[src/rtl/decode_issue_queue_if.sv]
// Fetch-to-decode handshake bundle for the decode issue queue.
// The queue uses the slave view; fetch/decoder (or a bench) use the master view.
interface decode_issue_queue_if;
    logic         in_valid;
    logic [135:0] in_packet;
    logic         in_ready;
    logic         out_valid;
    logic [135:0] out_packet;
    logic         out_ready;
    logic         head_serial;

    modport slave (
        input  in_valid, in_packet, out_ready, head_serial,
        output in_ready, out_valid, out_packet
    );

    modport master (
        output in_valid, in_packet, out_ready, head_serial,
        input  in_ready, out_valid, out_packet
    );
endinterface

[src/rtl/decode_issue_queue.sv]
// Instruction buffer and issue sequencer between fetch and decode.
// Packets are held in a circular buffer and the oldest is offered to the
// decoder. Instructions that must run alone wait for an empty backend
// (DRAIN), issue by themselves, then block issue until they commit (SOLO).
module decode_issue_queue #(
    parameter int DEPTH = 8,
    parameter int PTR_W = 3
) (
    input  logic                 clk,
    input  logic                 rstn,
    input  logic                 flush,
    input  logic                 backend_empty,
    input  logic                 serial_done,
    decode_issue_queue_if.slave  bus,
    output logic [PTR_W:0]       count
);

    localparam logic [PTR_W:0] FULL_COUNT = (PTR_W + 1)'(DEPTH);

    typedef enum logic [1:0] {
        RUN   = 2'd0,
        DRAIN = 2'd1,
        SOLO  = 2'd2
    } state_t;

    logic [135:0]     entry_q [DEPTH];
    logic [PTR_W-1:0] headPtr_q, headPtr_d;
    logic [PTR_W-1:0] tailPtr_q, tailPtr_d;
    logic [PTR_W:0]   count_q, count_d;
    state_t           state_q, state_d;

    logic notEmpty;
    logic inReady;
    logic outValid;
    logic push;
    logic pop;

    assign notEmpty = (count_q != '0);
    // No full bypass: a pop in the same cycle never frees room for a push.
    assign inReady  = (count_q != FULL_COUNT);
    assign push     = bus.in_valid & inReady & ~flush;
    assign pop      = outValid & bus.out_ready & ~flush;

    // Offer the head only when the sequencer allows it; head_serial is only
    // meaningful while the queue holds something.
    always_comb begin
        outValid = 1'b0;
        unique case (state_q)
            RUN:     outValid = notEmpty & ~bus.head_serial;
            DRAIN:   outValid = notEmpty & backend_empty;
            default: outValid = 1'b0;
        endcase
    end

    // Next pointers, occupancy and sequencer state; flush overrides everything.
    always_comb begin
        headPtr_d = headPtr_q;
        tailPtr_d = tailPtr_q;
        count_d   = count_q;
        state_d   = state_q;
        if (flush) begin
            headPtr_d = '0;
            tailPtr_d = '0;
            count_d   = '0;
            state_d   = RUN;
        end else begin
            if (push) begin
                tailPtr_d = tailPtr_q + 1'b1;
            end
            if (pop) begin
                headPtr_d = headPtr_q + 1'b1;
            end
            unique case ({push, pop})
                2'b10:   count_d = count_q + 1'b1;
                2'b01:   count_d = count_q - 1'b1;
                default: count_d = count_q;
            endcase
            unique case (state_q)
                RUN: begin
                    if (notEmpty && bus.head_serial) begin
                        state_d = DRAIN;
                    end
                end
                DRAIN: begin
                    if (pop) begin
                        state_d = SOLO;
                    end
                end
                SOLO: begin
                    if (serial_done) begin
                        state_d = RUN;
                    end
                end
                default: state_d = RUN;
            endcase
        end
    end

    // Control registers: pointers, occupancy and sequencer state.
    always_ff @(posedge clk or negedge rstn) begin
        if (!rstn) begin
            headPtr_q <= '0;
            tailPtr_q <= '0;
            count_q   <= '0;
            state_q   <= RUN;
        end else begin
            headPtr_q <= headPtr_d;
            tailPtr_q <= tailPtr_d;
            count_q   <= count_d;
            state_q   <= state_d;
        end
    end

    // Packet storage is deliberately left unreset; occupancy guards reads.
    always_ff @(posedge clk) begin
        if (push) begin
            entry_q[tailPtr_q] <= bus.in_packet;
        end
    end

    assign bus.in_ready   = inReady;
    assign bus.out_valid  = outValid;
    assign bus.out_packet = notEmpty ? entry_q[headPtr_q] : '0;
    assign count          = count_q;

endmodule
[src/flat_wrapper.sv]
// flat-port wrapper written by rule: the top's interface ports become plain ports
module decode_issue_queue_flat 
#(
    parameter int DEPTH = 8,
    parameter int PTR_W = 3
)
  (clk, rstn, flush, backend_empty, serial_done, count, bus_in_valid, bus_in_packet, bus_out_ready, bus_head_serial, bus_in_ready, bus_out_valid, bus_out_packet);
  decode_issue_queue_if bus_i ();
  input  logic clk;
  input  logic rstn;
  input  logic flush;
  input  logic backend_empty;
  input  logic serial_done;
  output logic [PTR_W:0] count;
  input wire logic [$bits(bus_i.in_valid)-1:0] bus_in_valid;
  input wire logic [$bits(bus_i.in_packet)-1:0] bus_in_packet;
  input wire logic [$bits(bus_i.out_ready)-1:0] bus_out_ready;
  input wire logic [$bits(bus_i.head_serial)-1:0] bus_head_serial;
  output wire logic [$bits(bus_i.in_ready)-1:0] bus_in_ready;
  output wire logic [$bits(bus_i.out_valid)-1:0] bus_out_valid;
  output wire logic [$bits(bus_i.out_packet)-1:0] bus_out_packet;
  assign bus_i.in_valid = bus_in_valid;
  assign bus_i.in_packet = bus_in_packet;
  assign bus_i.out_ready = bus_out_ready;
  assign bus_i.head_serial = bus_head_serial;
  assign bus_in_ready = bus_i.in_ready;
  assign bus_out_valid = bus_i.out_valid;
  assign bus_out_packet = bus_i.out_packet;
  decode_issue_queue #(.DEPTH(DEPTH), .PTR_W(PTR_W)) u_core (.clk(clk), .rstn(rstn), .flush(flush), .backend_empty(backend_empty), .serial_done(serial_done), .bus(bus_i), .count(count));
endmodule
[config.mk]
export PLATFORM = sky130hd
export DESIGN_NAME = decode_issue_queue_flat
export DESIGN_NICKNAME = d
export VERILOG_FILES = /design/src/rtl/decode_issue_queue_if.sv /design/src/rtl/decode_issue_queue.sv /design/src/flat_wrapper.sv
export SDC_FILE = /design/constraint.sdc
export NUM_CORES = 1
export LEC_CHECK = 0
export BUFFER_PORTS_ARGS = -buffer_cell sky130_fd_sc_hd__buf_2
export CORE_MARGIN = 10
export CORE_UTILIZATION = 45
export DETAILED_ROUTE_END_ITERATION = 12
export PLACE_DENSITY = 0.73
export REMOVE_ABC_BUFFERS = 1
export SLEW_MARGIN = 20
export SYNTH_ARGS = -nofsm -noshare
export SYNTH_HDL_FRONTEND = slang
export SYNTH_SLANG_ARGS = --single-unit
[constraint.sdc]
create_clock -name clk -period 27.6 [get_ports clk]
set_input_delay 2.76 -clock clk [delete_from_list [all_inputs] [get_ports clk]]
set_output_delay 2.76 -clock clk [all_outputs]
set_load 0.005 [all_outputs]
==> results.py, run 1 <==
metrics = {
    "worst_hold_path": {
        "min_path_type": "flip-flop to flip-flop",
    },
    "timing": {
        "fin_crit_sh_pct": 28.1,
        "setup_viol_count_final": 0,
        "timing.final.crit_period_ns": 7.75,
        "slew_headroom_pct": 31.9,
        "fin_skew_ns": 0.0161,
        "final_hold_viol_count": 0,
        "fmax_mhz": 129,
        "tightestPinTransition_ns": 1.02,
        "holdWs_ns": 0.516,
        "slew_viol_final": 0,
        "tns_ns": 0,
        "rsz0062_at_grt": "no",
    },
    "global_routing": {
        "grt_pass1_wl_um": 133000,
        "grt.overflow.total": 0,
        "grt_max_degree": 65,
        "grt_usage_pct": 16.5,
        "grt_pass1_vias": 20600,
        "antenna_found_initial": 27,
    },
    "finish": {
        "mostFrequentLayoutCells": "edfxtp_1, buf_2, mux4_2",
        "layout_commonest_cell": "edfxtp_1",
        "drive_above_1_share_pct": 33.5,
        "seq_area_mm2": 0.0330,
        "multi_input_area_mm2": 0.00856,
        "fillCellCount": 7135,
        "nNetsFinal": 2298,
        "stdcell_count": 3494,
        "area_delta_synth_final_pct": 15.1,
    },
    "floorplan": {
        "coreArea_mm2": 0.0919,
        "die_area_mm2": 0.106,
        "initial_core_util_pct": 45.5,
        "ioPinCount": 286,
        "rows": 111,
        "die_w_um": 325,
        "dieHeight_um": 325,
    },
    "logic_synthesis": {
        "yosysUniqueCellTypes": 32,
        "async_flop_share_pct": 1.09,
        "ys_warn_count": 0,
        "synth-seq-cells": 1100,
        "syn-cell-area_mm2": 0.0419,
        "synth_ff_type": "edfxtp_1",
        "synth_area_per_cell_um2": 23.1,
        "postSynthCellCount": 1809,
        "synth_edf_count": 1088,
        "ys_seq_area_share_pct": 78.7,
    },
    "worst_setup_path": {
        "path_buf_inv": 4,
        "start_kind": "flip-flop",
        "crit_type": "flip-flop to output pin",
        "reg2reg_setup_slack_ns": 23.50,
        "slowest_delay_ns": 0.86,
        "crit_slowest_cell": "dfrtp_4",
        "cp.arrival_ns": 4.99,
        "cp_max_fo": 55,
        "end_kind": "output pin",
        "cpMostUsedCell": "buf_6",
        "path_cells": "buf_6 -> buf_4 -> buf_6 -> mux4_2 -> mux2i_1 -> nor2_1 -> buf_2",
        "crit_family": "buffers and inverters",
        "critPathRequiredTime_ns": 24.84,
    },
    "clock_network": {
        "post_cts_resized": 0,
        "clockBufferDepth": 3,
        "post_cts_buffers": 0,
        "clock-sinks": 1100,
        "cts_buffers": 108,
        "clock_latency_ns": 0.67,
        "cts.htree.levels": 3,
        "clkTransAtPathRegs_ns": 0.06,
        "cts_hold_buf": 0,
        "cts_root_buf": "clkbuf_16",
        "cts_tree": "built",
    },
    "pwr": {
        "p_leak_uw": 0.0151,
        "power.density_mw_per_mm2": 79.8,
        "peakVddDrop_mv": 0.0715,
    },
    "route": {
        "antenna_left": 0,
        "num_vias": 19200,
        "dr.first_iter.drc_count": 1600,
        "detail_route.wl_per_cell_um": 25.1,
        "vias_per_cell": 5.50,
        "drt_first_pass_iters": 5,
        "drc": 0,
        "drt-total-wl_um": 87600,
    },
    "place": {
        "gp_congestion": 0.715,
        "dp.cells": 3282,
        "port-buffer-count": 285,
        "hpwl_um": 49100,
    },
    "outcome": {
        "status": "complete, no violations",
    },
    "job": {
        "max_cap_viol_count": 0,
    },
}
[per-stage QoR]
step	total power, µW	cell area (µm²)	util [%]	setup WS (ns)
after global placement	2530	44800	48.8	19.88
final	3840	48200	52.4	19.85
after detailed placement	2540	44800	48.8	19.77
after global routing	4010	48200	52.4	19.31
after floorplan	2420	41500	-	13.38
after CTS	3900	48100	52.4	19.02
[state kept, by name, summed over array words and instances (netlist names)]
register,cells
u_core.state_q,2
u_core.count,4
u_core.headPtr_q,3
u_core.entry_q,1088
u_core.tailPtr_q,3
[cell type report]
class	count	share of cell area, %
Inverter	3	0.0234
Clock inverter	66	1.04
Timing Repair Buffer	324	3.59
Multi-Input combinational cell	612	17.8
Tap cell	1243	3.23
Clock buffer	134	5.81
Sequential cell	1100	68.5
Antenna cell	12	0.0623
[cells in the mapped netlist, types with 3 or more instances]
cell | instances | area share [%]
nand3_1 | 3 | 0.036
nor2b_1 | 4 | 0.060
nand2b_1 | 7 | 0.10
mux4_2 | 272 | 15
buf_2 | 31 | 0.37
nor2_1 | 150 | 1.3
mux2_1 | 3 | 0.081
clkbuf_1 | 50 | 0.45
dfrtp_1 | 12 | 0.72
buf_1 | 13 | 0.12
ha_1 | 4 | 0.12
edfxtp_1 | 1088 | 78
mux2i_1 | 139 | 3.3
nand2_1 | 5 | 0.045
nor3_1 | 4 | 0.048
a21oi_1 | 4 | 0.048
[layer usage]
layer | track usage (%) | share of wire (%) | routed length [µm] | vias to the layer above
met2 | 27.7 | 50 | 44200 | 573
met4 | 4.59 | 1.8 | 1570 | 32
met5 | 0 | 0.26 | 224 | -
met3 | 3.91 | 6.5 | 5720 | 130
met1 | 21.5 | 41 | 35900 | 10200
li1 | - | - | - | 8273
[worst paths after layout]
check / from / endpoint / cells after the start
setup / recovery: u_core.headPtr_q[0] / bus_out_packet[57] / 7
hold / removal: u_core.state_q[1] / u_core.state_q[0] / 1
setup reg to reg: u_core.count[0] / u_core.count[3] / 9
hold reg to reg: u_core.state_q[1] / u_core.state_q[0] / 1
max in group asynchronous: rstn / u_core.headPtr_q[2] / 1
min in group asynchronous: rstn / u_core.count[1] / 1
[power breakdown]
| part | switching (µW) | internal [µW] | total, µW |
|---|---|---|---|
| clock network | 591 | 767 | 1360 |
| registers | 21.0 | 1880 | 1900 |
| logic | 327 | 264 | 590 |
[cell families after synthesis]
logic type,Yosys count,synth area share [%]
adder cells (fa/ha/maj),5,0.167
AO/OA/AOI/OAI,8,0.134
multiplexers,414,18.0
buffers and inverters,97,0.962
flip-flops,1100,78.7
XOR/XNOR,5,0.123
AND/OR/NAND/NOR,180,1.84
Note: power is estimated with default switching activity, not from simulation.
==> run 2, diff against run 1 <==
--- a/config.mk
+++ b/config.mk
@@ -9,7 +9,7 @@
 export CORE_MARGIN = 10
 export CORE_UTILIZATION = 45
 export DETAILED_ROUTE_END_ITERATION = 12
-export PLACE_DENSITY = 0.73
+export PLACE_DENSITY = 0.76
 export REMOVE_ABC_BUFFERS = 1
 export SLEW_MARGIN = 20
 export SYNTH_ARGS = -nofsm -noshare
==> constraint.sdc (replaced) <==
create_clock -name clk -period 7.12 [get_ports clk]
set_input_delay 0.712 -clock clk [delete_from_list [all_inputs] [get_ports clk]]
set_output_delay 0.712 -clock clk [all_outputs]
set_load 0.005 [all_outputs]
==> run 2 against run 1 <==
Effect of this change:
- hold slack worse by 0.21 ns
- sequential share of layout area decreased by 0.35 points
- cell count fell by 0.49%
- non-clock buffer count is 11 lower
- global-route usage increased by 0.21 points
- sequential power rose to 3.9 times the previous value
- critical path depth shrank 2
- setup slack got worse by 17 ns
- power grew to 4.0 times the previous value
- clock-buffer cell count decreased by 10
- die area unchanged
==> results.py, run 2 (synthesis gave the netlist of run 1 again) <==
metrics = {
    "timing": {
        "slew_headroom_pct": 27.8,
        "setup_viol_count_final": 0,
        "timing.final.crit_period_ns": 4.42,
        "fmax_mhz": 226,
        "fin_crit_sh_pct": 62.0,
        "rsz0062_at_grt": "no",
        "final_hold_viol_count": 0,
        "tightestPinTransition_ns": 1.08,
        "holdWs_ns": 0.304,
        "fin_skew_ns": 0.0161,
        "slew_viol_final": 0,
        "tns_ns": 0,
    },
    "worst_setup_path": {
        "path_cells": "buf_12 -> mux4_2 -> mux2i_1 -> nor2_1 -> buf_2",
        "start_kind": "flip-flop",
        "cp_max_fo": 103,
        "crit_family": "flip-flops",
        "slowest_delay_ns": 1.05,
        "critPathRequiredTime_ns": 6.41,
        "path_buf_inv": 2,
        "crit_type": "flip-flop to output pin",
        "cp.arrival_ns": 3.70,
        "end_kind": "output pin",
        "crit_slowest_cell": "dfrtp_4",
    },
    "route": {
        "dr.first_iter.drc_count": 1643,
        "drt-total-wl_um": 88700,
        "num_vias": 19400,
        "detail_route.wl_per_cell_um": 25.5,
        "vias_per_cell": 5.58,
        "drt_first_pass_iters": 7,
        "antenna_left": 0,
        "drc": 0,
    },
    "finish": {
        "largest_reg_flops": 1088,
        "layout_commonest_cell": "edfxtp_1",
        "max_flop_register": "u_core.entry_q",
        "mostFrequentLayoutCells": "edfxtp_1, buf_2, mux4_2",
        "area_delta_synth_final_pct": 15.6,
        "multi_input_area_mm2": 0.00856,
        "fillCellCount": 7050,
        "drive_above_1_share_pct": 34.2,
        "seq_area_mm2": 0.0330,
        "nNetsFinal": 2288,
    },
    "clock_network": {
        "clkTransAtPathRegs_ns": 0.06,
        "clock-sinks": 1100,
        "cts.htree.levels": 3,
        "clockBufferDepth": 3,
        "post_cts_resized": 0,
        "cts_tree": "built",
        "clock_latency_ns": 0.67,
        "cts_root_buf": "clkbuf_16",
        "cts_buffers": 109,
    },
    "place": {
        "hpwl_um": 46700,
        "port-buffer-count": 285,
        "gp_congestion": 0.696,
    },
    "job": {
        "max_cap_viol_count": 0,
    },
    "floorplan": {
        "ioPinCount": 286,
        "coreArea_mm2": 0.0919,
        "die_area_mm2": 0.106,
        "die_w_um": 325,
        "rows": 111,
        "dieHeight_um": 325,
        "initial_core_util_pct": 45.5,
    },
    "global_routing": {
        "antenna_found_initial": 18,
        "grt_pass1_wl_um": 134000,
        "grt_usage_pct": 16.7,
        "grt.overflow.total": 0,
        "grt_max_degree": 140,
        "grt_pass1_vias": 20600,
    },
    "pwr": {
        "power.density_mw_per_mm2": 315,
        "p_leak_uw": 0.0152,
        "peakVddDrop_mv": 0.308,
        "power.total_uw": 15200,
    },
    "outcome": {
        "status": "complete, no violations",
    },
    "worst_hold_path": {
        "min_path_type": "primary input to flip-flop",
    },
}
[run 2: cell count changes in the layout (fill, tap and decap cells not counted), moves of 3 or more]
| cell | previous run | this run |
|---|---|---|
| buf_4 | 36 | 15 |
| bufinv_16 | 5 | 11 |
| diode_2 | 12 | 3 |
| inv_6 | 3 | 7 |
| clkinv_1 | 35 | 24 |
| buf_12 | 0 | 12 |
| clkinv_4 | 1 | 4 |
| buf_6 | 3 | 0 |
| clkinv_2 | 14 | 20 |
| clkinvlp_4 | 3 | 11 |
| clkbuf_1 | 26 | 15 |
[run 2: what timing repair did]
item / in CTS / in global routing
buffers inserted: 0 / 0
hold endpoints to repair: 12 / 0
hold buffers: 1 / 0
[run 2: through the flow]
stage / worst slack (ns) / utilization [%] / cell area, µm² / std cells
2_1_floorplan: -5.05 / - / 41500 / 1715
3_5_place_dp: 3.32 / 48.8 / 44900 / 3270
3_3_place_gp: 3.39 / 48.8 / 44900 / 3270
6_report: 2.70 / 52.7 / 48400 / 3477
4_1_cts: 2.55 / 52.7 / 48400 / 3474
5_1_grt: 2.36 / 52.7 / 48400 / 3476
[run 2: layer usage]
| layer | global-route usage, % | up-vias | part of all wire [%] |
|---|---|---|---|
| li1 | - | 8243 | - |
| met5 | 0 | - | 0.19 |
| met4 | 4.61 | 30 | 1.9 |
| met1 | 22.6 | 10300 | 41 |
| met2 | 27.2 | 673 | 50 |
| met3 | 3.87 | 149 | 6.8 |
[run 2: worst paths after layout]
path	depth (start not counted)	from	slack (ns)	end
max in group asynchronous	2	rstn	6.26	u_core.headPtr_q[1]
setup reg to reg	9	u_core.count[1]	3.62	u_core.count[3]
min in group asynchronous	2	rstn	0.51	u_core.state_q[1]
hold / removal	1	bus_in_packet[16]	0.30	u_core.entry_q[7][16]
setup / recovery	5	u_core.headPtr_q[0]	2.70	bus_out_packet[71]
hold reg to reg	1	u_core.state_q[1]	0.52	u_core.state_q[0]
[run 2: power breakdown]
part	internal, µW	switching, µW
clock network	3210	2370
logic	1030	1270
registers	7270	95.1
[run 2: final cells by class]
type                       count  share of cell area [%]
antenna                        3                  0.0155
timing repair buffer         313                    3.69
tap                         1243                    3.21
inverter                       3                  0.0233
clock inverter                79                    1.51
sequential                  1100                    68.1
multi-input combinational    612                    17.7
clock buffer                 124                    5.75
[run 2: worst reg2reg max path: cells and delay by family, from the launching register on]
kind,cells,cell delay [ns]
AOI/OAI and AO/OA,2,0.39
adders and majority gates,1,0.29
buffers and inverters,1,0.31
DFF,1,0.53
muxes,2,0.41
and+or+nand+nor,3,1.45
==> run 3, diff against run 2 <==
==> constraint.sdc (replaced) <==
create_clock -name clk -period 3.58 [get_ports clk]
set_input_delay 0.358 -clock clk [delete_from_list [all_inputs] [get_ports clk]]
set_output_delay 0.358 -clock clk [all_outputs]
set_load 0.005 [all_outputs]
==> run 3 against run 2 <==
Effect of this change:
- cell count increased by 4.8%
- sequential cell count unchanged
- clock-buffer cell count decreased by 2
- sequential share of layout area decreased by 2.6 points
- combinational power increased by 110%
- critical path depth increased by 1
- non-clock buffer count increased by 173
- wire length increased by 1.8%
- first-iteration DRC count increased by 15%
- critical endpoint is now bus_out_packet[115]
- largest cell class unchanged
==> results.py, run 3 (synthesis gave the netlist of run 1 again) <==
metrics = {
    "finish": {
        "post-route-cell-area_mm2": 0.0503,
        "largest_reg_flops": 1088,
        "layout_commonest_cell": "edfxtp_1",
        "drive_above_1_share_pct": 33.1,
        "stdcell_count": 3645,
        "area_delta_synth_final_pct": 20.2,
        "nNetsFinal": 2459,
        "mostFrequentLayoutCells": "edfxtp_1, buf_2, mux4_2",
        "max_flop_register": "u_core.entry_q",
    },
    "job": {
        "max_cap_viol_count": 0,
    },
    "floorplan": {
        "rows": 111,
        "coreArea_mm2": 0.0919,
        "ioPinCount": 286,
        "initial_core_util_pct": 45.5,
        "die_area_mm2": 0.106,
        "dieHeight_um": 325,
        "die_w_um": 325,
    },
    "route": {
        "detail_route.wl_per_cell_um": 24.8,
        "drc": 0,
        "num_vias": 20000,
        "antenna_left": 0,
        "drt_first_pass_iters": 5,
        "drt-total-wl_um": 90300,
        "vias_per_cell": 5.49,
        "dr.first_iter.drc_count": 1888,
    },
    "global_routing": {
        "grt_usage_pct": 17.0,
        "grt_pass1_vias": 21600,
        "grt.overflow.total": 0,
        "grt_pass1_wl_um": 137000,
        "grt_max_degree": 139,
        "antenna_found_initial": 9,
    },
    "worst_hold_path": {
        "min_path_type": "primary input to asynchronous set/reset pin",
    },
    "place": {
        "port-buffer-count": 285,
        "hpwl_um": 48600,
        "post_dp_cell_area_mm2": 0.0454,
        "gp_congestion": 0.736,
        "dp.cells": 3304,
    },
    "worst_setup_path": {
        "critPathRequiredTime_ns": 3.22,
        "crit_family": "buffers and inverters",
        "path_cells": "buf_12 -> buf_12 -> mux4_2 -> mux2i_1 -> nor2_1 -> buf_2",
        "cp_max_fo": 25,
        "path_buf_inv": 3,
        "slowest_delay_ns": 0.59,
        "worstSetupStartpoint": "u_core.headPtr_q[0]",
        "start_kind": "flip-flop",
        "r2r_start": "u_core.count[0]",
        "end_kind": "output pin",
        "crit_type": "flip-flop to output pin",
        "reg2reg_setup_slack_ns": 0.77,
        "cp.arrival_ns": 2.90,
        "cp-endpoint": "bus_out_packet[115]",
        "cpMostUsedCell": "buf_12",
        "cp_num_cells": 6,
        "ff2ff_path_depth": 9,
        "r2r-end": "u_core.count[3]",
        "crit_slowest_cell": "dfrtp_4",
    },
    "timing": {
        "slew_headroom_pct": 39.6,
        "final_hold_viol_count": 0,
        "fin_crit_sh_pct": 91.0,
        "slew_viol_final": 0,
        "tightestPinTransition_ns": 0.905,
        "setup_viol_count_final": 0,
        "timing.final.crit_period_ns": 3.26,
        "fmax_mhz": 307,
        "fin_skew_ns": 0.0213,
        "rsz0062_at_grt": "no",
    },
    "clock_network": {
        "post_cts_buffers": 0,
        "clock-sinks": 1100,
        "clkTransAtPathRegs_ns": 0.06,
        "clockBufferDepth": 3,
        "cts_tree": "built",
        "clock_latency_ns": 0.70,
        "cts_buffers": 107,
        "cts.htree.levels": 3,
        "cts_hold_buf": 140,
        "cts_root_buf": "clkbuf_16",
        "post_cts_resized": 0,
    },
    "pwr": {
        "p_sw_share_pct": 24.5,
        "p_leak_uw": 0.0161,
        "internal_power_uw": 23100,
        "power.density_mw_per_mm2": 608,
        "p_sw_uw": 7510,
        "clkPwrFrac_pct": 36.2,
        "power_frac_comb_pct": 16.2,
        "peakVddDrop_mv": 0.737,
        "pwr-share-seq_pct": 47.7,
    },
    "outcome": {
        "status": "complete, no violations",
    },
}
-- run 3: cell count changes in the layout (fill, tap and decap cells not counted), sizes merged --
cell         previous run  this run
buf                   312       346
diode                   3         2
clkinvlp               11         6
dlygate4sd3             1       140
clkbuf                124       122
clkinv                 50        53
-- run 3: power groups by stage --
| stage | registers (µW) | clock network, µW | logic [µW] |
|---|---|---|---|
| 2_1_floorplan | 15100 | 0 | 2250 |
| 3_3_place_gp | 14800 | 0 | 4840 |
| 3_5_place_dp | 14800 | 0 | 4910 |
| 4_1_cts | 14600 | 11300 | 5070 |
| 5_1_grt | 14600 | 11900 | 5390 |
| 6_report | 14600 | 11100 | 4940 |
-- run 3: worst min-delay path by stage --
stage,slack (ns),end,start
detailed placement,0.27,u_core.count[3],rstn
global route,0.10,u_core.count[1],rstn
CTS,0.05,u_core.count[1],rstn
finish,0.11,u_core.count[1],rstn
global placement,0.25,u_core.count[3],rstn
floorplan,0.06,u_core.count[0],rstn
-- run 3: through the flow --
step / util [%] / hold slack [ns] / total power [µW] / worst slack (ns) / TNS (ns)
finish: 54.7 / 0.112 / 30600 / 0.321 / 0
global route: 54.7 / 0.105 / 31900 / 0.154 / 0
CTS: 54.7 / 0.0535 / 31000 / 0.246 / 0
detailed placement: 49.4 / 0.268 / 19800 / 0.805 / 0
global placement: 49.4 / 0.250 / 19700 / 0.842 / 0
floorplan: - / 0.0624 / 17300 / -8.24 / -6128.02
-- run 3: routing by layer --
| layer | global-route usage, % | vias to the layer above | routed length (µm) |
|---|---|---|---|
| li1 | - | 8568 | - |
| met1 | 22.5 | 10600 | 37000 |
| met2 | 28.4 | 690 | 45800 |
| met3 | 3.76 | 130 | 5970 |
| met4 | 4.31 | 14 | 1510 |
| met5 | 0 | - | 80 |
-- run 3: cell type report --
| class | instances | area, µm² |
|---|---|---|
| Multi-Input combinational cell | 612 | 8560 |
| Inverter | 3 | 11.3 |
| Clock inverter | 77 | 754 |
| Sequential cell | 1100 | 33000 |
| Clock buffer | 122 | 2760 |
| Tap cell | 1243 | 1560 |
| Timing Repair Buffer | 486 | 3710 |
| Fill cell | 6806 | 41600 |
| Antenna cell | 2 | 5.00 |
